==> config.mk <==
export PLATFORM = sky130hd
export DESIGN_NAME = sram_matrix_loader
export DESIGN_NICKNAME = d
export VERILOG_FILES = /design/src/rtl/sram_matrix_loader.sv
export SDC_FILE = /design/constraint.sdc
export NUM_CORES = 1
export LEC_CHECK = 0
export CAP_MARGIN = 30
export CORE_ASPECT_RATIO = 0.8
export CORE_MARGIN = 4
export CORE_UTILIZATION = 40
export CTS_BUF_LIST = sky130_fd_sc_hd__clkbuf_8
export DETAILED_ROUTE_END_ITERATION = 10
export MAX_ROUTING_LAYER = met4
export PLACE_DENSITY = 0.61
export RECOVER_POWER = 100
export SYNTH_ARGS = -nofsm -noshare
export SYNTH_HDL_FRONTEND = slang
export SYNTH_SLANG_ARGS = --single-unit
==> constraint.sdc <==
create_clock -name clk -period 8.5 [get_ports clk]
set_input_delay 0.85 -clock clk [delete_from_list [all_inputs] [get_ports clk]]
set_output_delay 0.85 -clock clk [all_outputs]
set_load 0.005 [all_outputs]
==> src/rtl/sram_matrix_loader.sv <==
// sram_matrix_loader: fills one SRAM with {rows,cols} header plus stream words, then launches the compute block.
// Optional LOADER_CHECKSUM_EN adds load_checksum, the running 32-bit sum of every word written.
module sram_matrix_loader #(
  parameter int ADDR_W  = 16,
  parameter int DATA_W  = 32,
  parameter int NUM_MAT = 1
) (
  input  logic              clk,
  input  logic              reset_n,
  input  logic              load_start,
  input  logic [15:0]       load_rows,
  input  logic [15:0]       load_cols,
  output logic              load_err,
  input  logic              in_valid,
  output logic              in_ready,
  input  logic [DATA_W-1:0] in_data,
  output logic              sram_write_enable,
  output logic [ADDR_W-1:0] sram_write_address,
  output logic [DATA_W-1:0] sram_write_data,
  output logic              dut_valid,
  input  logic              dut_ready,
  output logic              busy,
  output logic              load_done
`ifdef LOADER_CHECKSUM_EN
  ,
  output logic [31:0]       load_checksum
`endif
);
  localparam int NW = 32 + $clog2(NUM_MAT + 1);
  localparam logic [NW-1:0] MAXN = NW'((64'(1) << ADDR_W) - 64'(1));
  typedef enum logic [2:0] {IDLE, HDR, DATA, LAUNCH, RUN, DONE} state_t;
  state_t state;
  logic [15:0] rows, cols;
  logic [ADDR_W-1:0] n, cnt, cnt_nxt;
  logic [NW-1:0] n_full;
  logic bad, seen_low;
  assign n_full = NW'(load_rows) * NW'(load_cols) * NW'(NUM_MAT);
  assign bad = load_rows == 16'd0 || load_cols == 16'd0 || n_full > MAXN;
  assign cnt_nxt = cnt + 1'b1;
  always_ff @(posedge clk) begin
    if (!reset_n) begin
      state <= IDLE;
      rows <= '0;
      cols <= '0;
      n <= '0;
      cnt <= '0;
      seen_low <= 1'b0;
      load_err <= 1'b0;
      in_ready <= 1'b0;
      sram_write_enable <= 1'b0;
      sram_write_address <= '0;
      sram_write_data <= '0;
      dut_valid <= 1'b0;
      busy <= 1'b0;
      load_done <= 1'b0;
`ifdef LOADER_CHECKSUM_EN
      load_checksum <= '0;
`endif
    end else begin
      load_err <= 1'b0;
      sram_write_enable <= 1'b0;
      load_done <= 1'b0;
      case (state)
        IDLE: if (load_start) begin
          if (bad) load_err <= 1'b1;
          else begin
            rows <= load_rows;
            cols <= load_cols;
            n <= n_full[ADDR_W-1:0];
            cnt <= '0;
            busy <= 1'b1;
            state <= HDR;
          end
        end
        HDR: begin
          sram_write_enable <= 1'b1;
          sram_write_address <= '0;
          sram_write_data <= DATA_W'({rows, cols});
          in_ready <= 1'b1;
`ifdef LOADER_CHECKSUM_EN
          load_checksum <= {rows, cols};
`endif
          state <= DATA;
        end
        DATA: if (in_valid && in_ready) begin
          sram_write_enable <= 1'b1;
          sram_write_address <= cnt_nxt;
          sram_write_data <= in_data;
          cnt <= cnt_nxt;
`ifdef LOADER_CHECKSUM_EN
          load_checksum <= load_checksum + in_data[31:0];
`endif
          if (cnt_nxt == n) begin
            in_ready <= 1'b0;
            dut_valid <= 1'b1;
            state <= LAUNCH;
          end
        end
        LAUNCH: if (dut_ready) begin
          dut_valid <= 1'b0;
          seen_low <= 1'b0;
          state <= RUN;
        end
        RUN: begin
          if (!dut_ready) seen_low <= 1'b1;
          else if (seen_low) begin
            load_done <= 1'b1;
            state <= DONE;
          end
        end
        DONE: begin
          busy <= 1'b0;
          state <= IDLE;
        end
        default: state <= IDLE;
      endcase
    end
  end
endmodule
; ---- Yosys cells after proc, flatten, opt, wreduce, memory -nomap -nowiden
; Cells that the tools add are included.
[word_totals]
latch_bits = 0
register_bits = 122
mem_bits_ro = 0
ramBits = 0
out_inout_bits = 54
input_bits = 69
mem_count = 0
wordCells = 84
[op_classes]
n_lt_le_gt_ge = 1
n_mul = 1
div = 0
n_shift = 0
add_sub_neg = 1
reduce_logical = 21
n_eq_ne = 14
n_mux = 31
bitwise = 1
[ops]
columns = operator, count
row1 = $pmux W16 S2, 2
row2 = $pmux W32 S2, 1
row3 = $mux W16, 3
row4 = $gt A32 B16 Y1 const B, 1
row5 = $logic_not A16 Y1, 2
row6 = $mul A16 B16 Y32, 1
row7 = $mux W32, 1
row8 = $mux W3, 7
row9 = $reduce_and A3 Y1, 6
row10 = $add A16 B1 Y16 const B, 1
row11 = $eq A16 B16 Y1, 1
row12 = $ne A2 B2 Y1 const B, 8
row13 = $pmux W3 S5, 1
row14 = $mux W1, 11
row15 = $pmux W1 S2, 5
row16 = $reduce_bool A2 Y1, 5
row17 = $reduce_and A4 Y1, 2
row18 = $reduce_and A7 Y1, 1
row19 = $eq A3 B2 Y1 const B, 2
row20 = $eq A3 B3 Y1 const B, 2
row21 = $eq A3 B1 Y1 const B, 1
row22 = $logic_not A3 Y1, 1
row23 = $logic_or A1 B1 Y1, 2
row24 = $reduce_and A2 Y1, 1
row25 = other kinds (2), 2

; ---- Logic depth before layout (Yosys ltp)
[depth]
ltp_word = 6
mapped_depth = 28
depth_no_buf = 23

; ---- Worst setup path after synthesis
; No wires, ideal clock.
[synth_timing]
kind = input to register
start = in load_rows[6]
end = reg n[9]
arrival_ns = 7.218
required_time_ns = 8.428
setup_slack_ns = 1.211
setup_ns = 0.072
stages = 25
path_buffers = 5
path_cell_list = clkbuf_1 clkbuf_1 nand2_1 fa_1 inv_1 fa_1 fa_1 fa_1 fa_1 inv_1 fa_1 inv_1 ha_1 buf_4 a21oi_2 o21ai_1 a21o_1 nor2b_1 or3_1 a221oi_2 nand4_1 nor4_2 buf_6 buf_12 mux2i_1
[synth_via]
elab_chain_cells = 5
elab_cells_between_ends = 7
cone_classes = mul (1) / order compare (1) / bitwise (1) / reduce/logical (4)
[synth_rtl]
columns = item, line_no
row1 = from (decl), 11  ; input logic [15:0] load_rows,
row2 = $mul A16 B16 Y32 / $logic_not A16 Y1 (equally long branches), "37, 38"
row3 = $gt A32 B16 Y1 / $logic_or A1 B1 Y1 (equally long branches), 38  ; assign bad = load_rows == 16'd0 || load_cols == 16'd0 || n_full > MAXN;
row4 = $logic_or A1 B1 Y1, 38
row5 = $not A1 Y1 (no source line), -
row6 = $reduce_and A3 Y1 (no source line), -
row7 = to (signal assigned), 69  ; n <= n_full[ADDR_W-1:0];
row8 = to (decl), 34  ; logic [ADDR_W-1:0] n, cnt, cnt_nxt;
; Several ways; a longest one is shown, not always the timed one.
; A chain may end at the register's enable or synchronous reset.

; ---- Worst setup path after layout
[layout_timing]
start = in load_cols[8]
end = reg cols[12]
[layout_via]
elab_chain_cells = 5
elab_cells_between_ends = 7
cone_classes = mul (1) / order compare (1) / bitwise (1) / reduce/logical (4)
[layout_rtl]
columns = item, line_no
row1 = from (decl), 12  ; input logic [15:0] load_cols,
row2 = $mul A16 B16 Y32 / $logic_not A16 Y1 (equally long branches), "37, 38"
row3 = $gt A32 B16 Y1 / $logic_or A1 B1 Y1 (equally long branches), 38
row4 = $logic_or A1 B1 Y1 *, 38
row5 = $not A1 Y1 (no source line) *, -
row6 = $reduce_and A3 Y1 (no source line) *, -
row7 = to (signal assigned), 68  ; cols <= load_cols;
row8 = to (decl), 33  ; logic [15:0] rows, cols;
; Every way passes the cells marked *; elsewhere a longest branch is shown, timed or not.

==> impl_metrics.ini <==
[run_status]
status = finished with violations
violations = capacitance limit, slew limit

[power_and_ir_drop]
power.leakage_nw = 7.32
switching_power_w = 0.00343
irDropWorstVdd_mv = 0.417
clock_power_share_pct = 8.8
p_int_w = 0.00289
total_power_w = 0.00633
seqPwrFrac_pct = 9.0
powerDensity_nw_per_um2 = 380
swShare_pct = 54.3
p_comb_share_pct = 82.2

[critical_path]
max_stage_delay_ns = 1.00
arrival_ns = 8.33
criticalPathCategory = in -> reg
worst_ep_required_time_ns = 8.85
r2r-start = cnt[0]$_SDFFE_PN0P_
ff2ff_path_depth = 9
cp_max_fo = 23
r2r_setup_slack_ns = 5.39
worstPathCellList = dlygate4sd3_1 > nand2_1 > fa_1 > fa_1 > inv_1 > fa_1 > fa_1 > fa_1 > inv_1 > fa_1 > inv_1 > ha_1 > a21oi_1 > a21boi_1 > nor2b_1 > nand2_1 > o21ai_0 > mux2i_1 > nand4_1 > nor4_4 > buf_12 > buf_12 > mux2i_1
cp-end-kind = flip-flop
crit_top_cell = fa_1
cp-start-kind = primary input
slowest_stage = dlygate4sd3_1
reg2reg_to = dut_valid$_SDFFE_PN0P_

[clock_tree]
htreeDepth = 4
clkSlewWorstSetupHoldPaths_ns = 0.08
cts_sinks = 122
clk_path_buf_depth = 2
post_cts_resized = 0
cts_hold_buf = 0
root_buffer = clkbuf_8
clk_latency_ns = 0.44
cts_tree = yes
cts_buffers = 17
post_cts_buffers = 0

[logic_synthesis]
ys_warn_count = 0
synthXorXnorAreaFrac_pct = 3.78
synth_area_um2 = 14500
synthAdderAreaFrac_pct = 35.8
synth-seq-area-share_pct = 16.8
synth_top_area_share_pct = 26.8
syn_inst = 1691
synth_top_family_by_area = adder cells
synth_compound_area_share_pct = 8.74
synth_area_leaders = fa_1, dfxtp_1, ha_1, nand2_1, inv_1
ys_types = 65
synth_seq_cells = 122
synth_most_common_cell = nand2_1
syn_nets = 2059
synth-async-reset-ratio_pct = 0
yosys-top-cells-count = nand2_1, inv_1, fa_1
avgSynthCellArea_um2 = 8.58
synth_simple_gate_area_share_pct = 19.5
synth_top_cell_by_area = fa_1
muxShareOfSynthArea_pct = 5.72
synth_edf_count = 0
ys.flop_type = dfxtp_1

[detailed_routing]
antenna_left = 0
routedWlPerCell_um = 16.4
vias = 11700
vias_per_cell = 5.17
wl_mm = 37.0
drc = 0
drt_iter0_markers = 854
first_pass_iters = 5

[min_path]
hp-start = cols[0]$_SDFFE_PN0P_
min_path_cells = 2
hold_path_end = cols[0]$_SDFFE_PN0P_
hp-class = reg -> reg

[sta]
clock_skew_ns = 0.0155
slew_violations = 189
period_needed_ns = 7.99
setup_tns_ns = 0
rsz0062_at_grt = false
period_share_pct = 93.9
hold_viol = 0
max_freq_mhz = 125
finalSetupViolations = 0
postLayoutSetupSlackWorst_ns = 0.515
worst_pin_slew_ns = 3.03
slew_headroom_pct = -102

[layout]
final_nets = 2136
antenna_cells = 0
final_area_um2 = 16600
syn2layout_area_growth_pct = 14.6
drive_gt1_share_pct = 5.17
nFillCells = 3535
seq_area_um2 = 2440
multiInputGateArea_um2 = 10700
finish.utilization_pct = 46.4

[global_route]
grtUsageTotal_pct = 19.6
grt_pass1_vias = 11700
antenna_found_initial = 0
grt_max_degree = 75
grt_pass1_wl_mm = 62.1
overflow = 0

[place]
routabilityCongestion = 0.888
port_buffers = 122
place_area_um2 = 16200
place_hpwl_mm = 29.8
dp_slack_ns = 0.142

[flow_run]
cap_violations = 3

[floorplan]
die-height_um = 178
rows = 62
die_w_um = 221
initial_core_util_pct = 40.5
die_area_um2 = 39400
io_pins = 123
core_um2 = 35800
## worst max-delay path by stage
| stage | startpoint | end | cells past startpoint |
|---|---|---|---|
| floorplan | load_rows[6] | n[9]$_SDFFE_PN0P_ | 25 |
| global placement | load_rows[11] | cols[8]$_SDFFE_PN0P_ | 24 |
| detailed placement | load_rows[11] | cols[12]$_SDFFE_PN0P_ | 24 |
| CTS | load_rows[11] | rows[9]$_SDFFE_PN0P_ | 24 |
| global route | load_cols[8] | rows[9]$_SDFFE_PN0P_ | 23 |
| finish | load_cols[8] | cols[12]$_SDFFE_PN0P_ | 23 |
## critical path, delay by kind of cell
kind / cells / cell delay, ns
mux: 2 / 0.46
fa+ha+maj: 7 / 3.50
simple gates: 5 / 0.99
buf+inv: 6 / 1.57
compound gates: 3 / 0.88
## power by group through the flow
stage	Sequential (W)	Clock, W	Combinational, W
2_1_floorplan	0.000585	0	0.00399
3_3_place_gp	0.000585	0	0.00517
3_5_place_dp	0.000585	0	0.00518
4_1_cts	0.000572	0.000569	0.00523
5_1_grt	0.000572	0.000591	0.00593
6_report	0.000572	0.000554	0.00520
## layout by cell type, fill, tap and decap left out, types with 11 or more instances in the layout
| master | synthesis | final |
|---|---|---|
| inv_1 | 233 | 233 |
| and2_1 | 108 | 108 |
| nor2_1 | 77 | 76 |
| a211oi_1 | 35 | 35 |
| nand2_1 | 280 | 280 |
| nand4_1 | 25 | 25 |
| a22oi_1 | 14 | 14 |
| or3_1 | 11 | 11 |
| ha_1 | 105 | 105 |
| o21ai_0 | 31 | 31 |
| mux2i_1 | 83 | 83 |
| nand3_1 | 43 | 43 |
| xnor2_1 | 29 | 29 |
| o211ai_1 | 15 | 15 |
| clkdlybuf4s50_1 | 0 | 65 |
| a21o_1 | 13 | 13 |
| clkbuf_8 | 0 | 17 |
| a21oi_1 | 36 | 35 |
| xor2_1 | 15 | 15 |
| dfxtp_1 | 122 | 122 |
| buf_4 | 1 | 44 |
| fa_1 | 194 | 194 |
| dlygate4sd3_1 | 0 | 56 |
## routing by layer
| metal | GRT usage [%] | share of wire [%] | vias to the layer above |
|---|---|---|---|
| li1 | - | - | 5602 |
| met4 | 3.56 | 1.1 | 0 |
| met3 | 2.48 | 5.8 | 26 |
| met5 | - | 0 | - |
| met2 | 28.7 | 43 | 317 |
| met1 | 29.5 | 50 | 5750 |
## layout make-up
cell class                      count  area share, %
Clock buffer                       17           1.41
Clock inverter                     15           1.08
Inverter                          233           5.26
Multi-Input combinational cell   1222           64.3
Sequential cell                   122           14.7
Tap cell                          480           3.61
Timing Repair Buffer              172           9.64
## metrics by stage
step,hold slack [ns],instances
5_1_grt,0.481,2261
3_5_place_dp,0.447,2229
2_1_floorplan,0.434,1691
3_3_place_gp,0.443,2229
4_1_cts,0.460,2261
6_report,0.455,2261
## sequential cells by signal, summed over array words and instances (netlist names)
register / flops
busy: 1
cols: 16
sram_write_address: 16
load_done: 1
state: 3
dut_valid: 1
in_ready: 1
rows: 16
sram_write_enable: 1
sram_write_data: 32
n: 16
cnt: 16
load_err: 1
seen_low: 1
## cells by family after synthesis
kind of cell / Yosys count
XOR/XNOR: 51
adder cells (fa/ha/maj): 299
flip-flops: 122
buffers and inverters: 347
AO/OA/AOI/OAI: 189
AND/OR/NAND/NOR: 600
multiplexers: 83
Power figures use the tool's default switching activity.
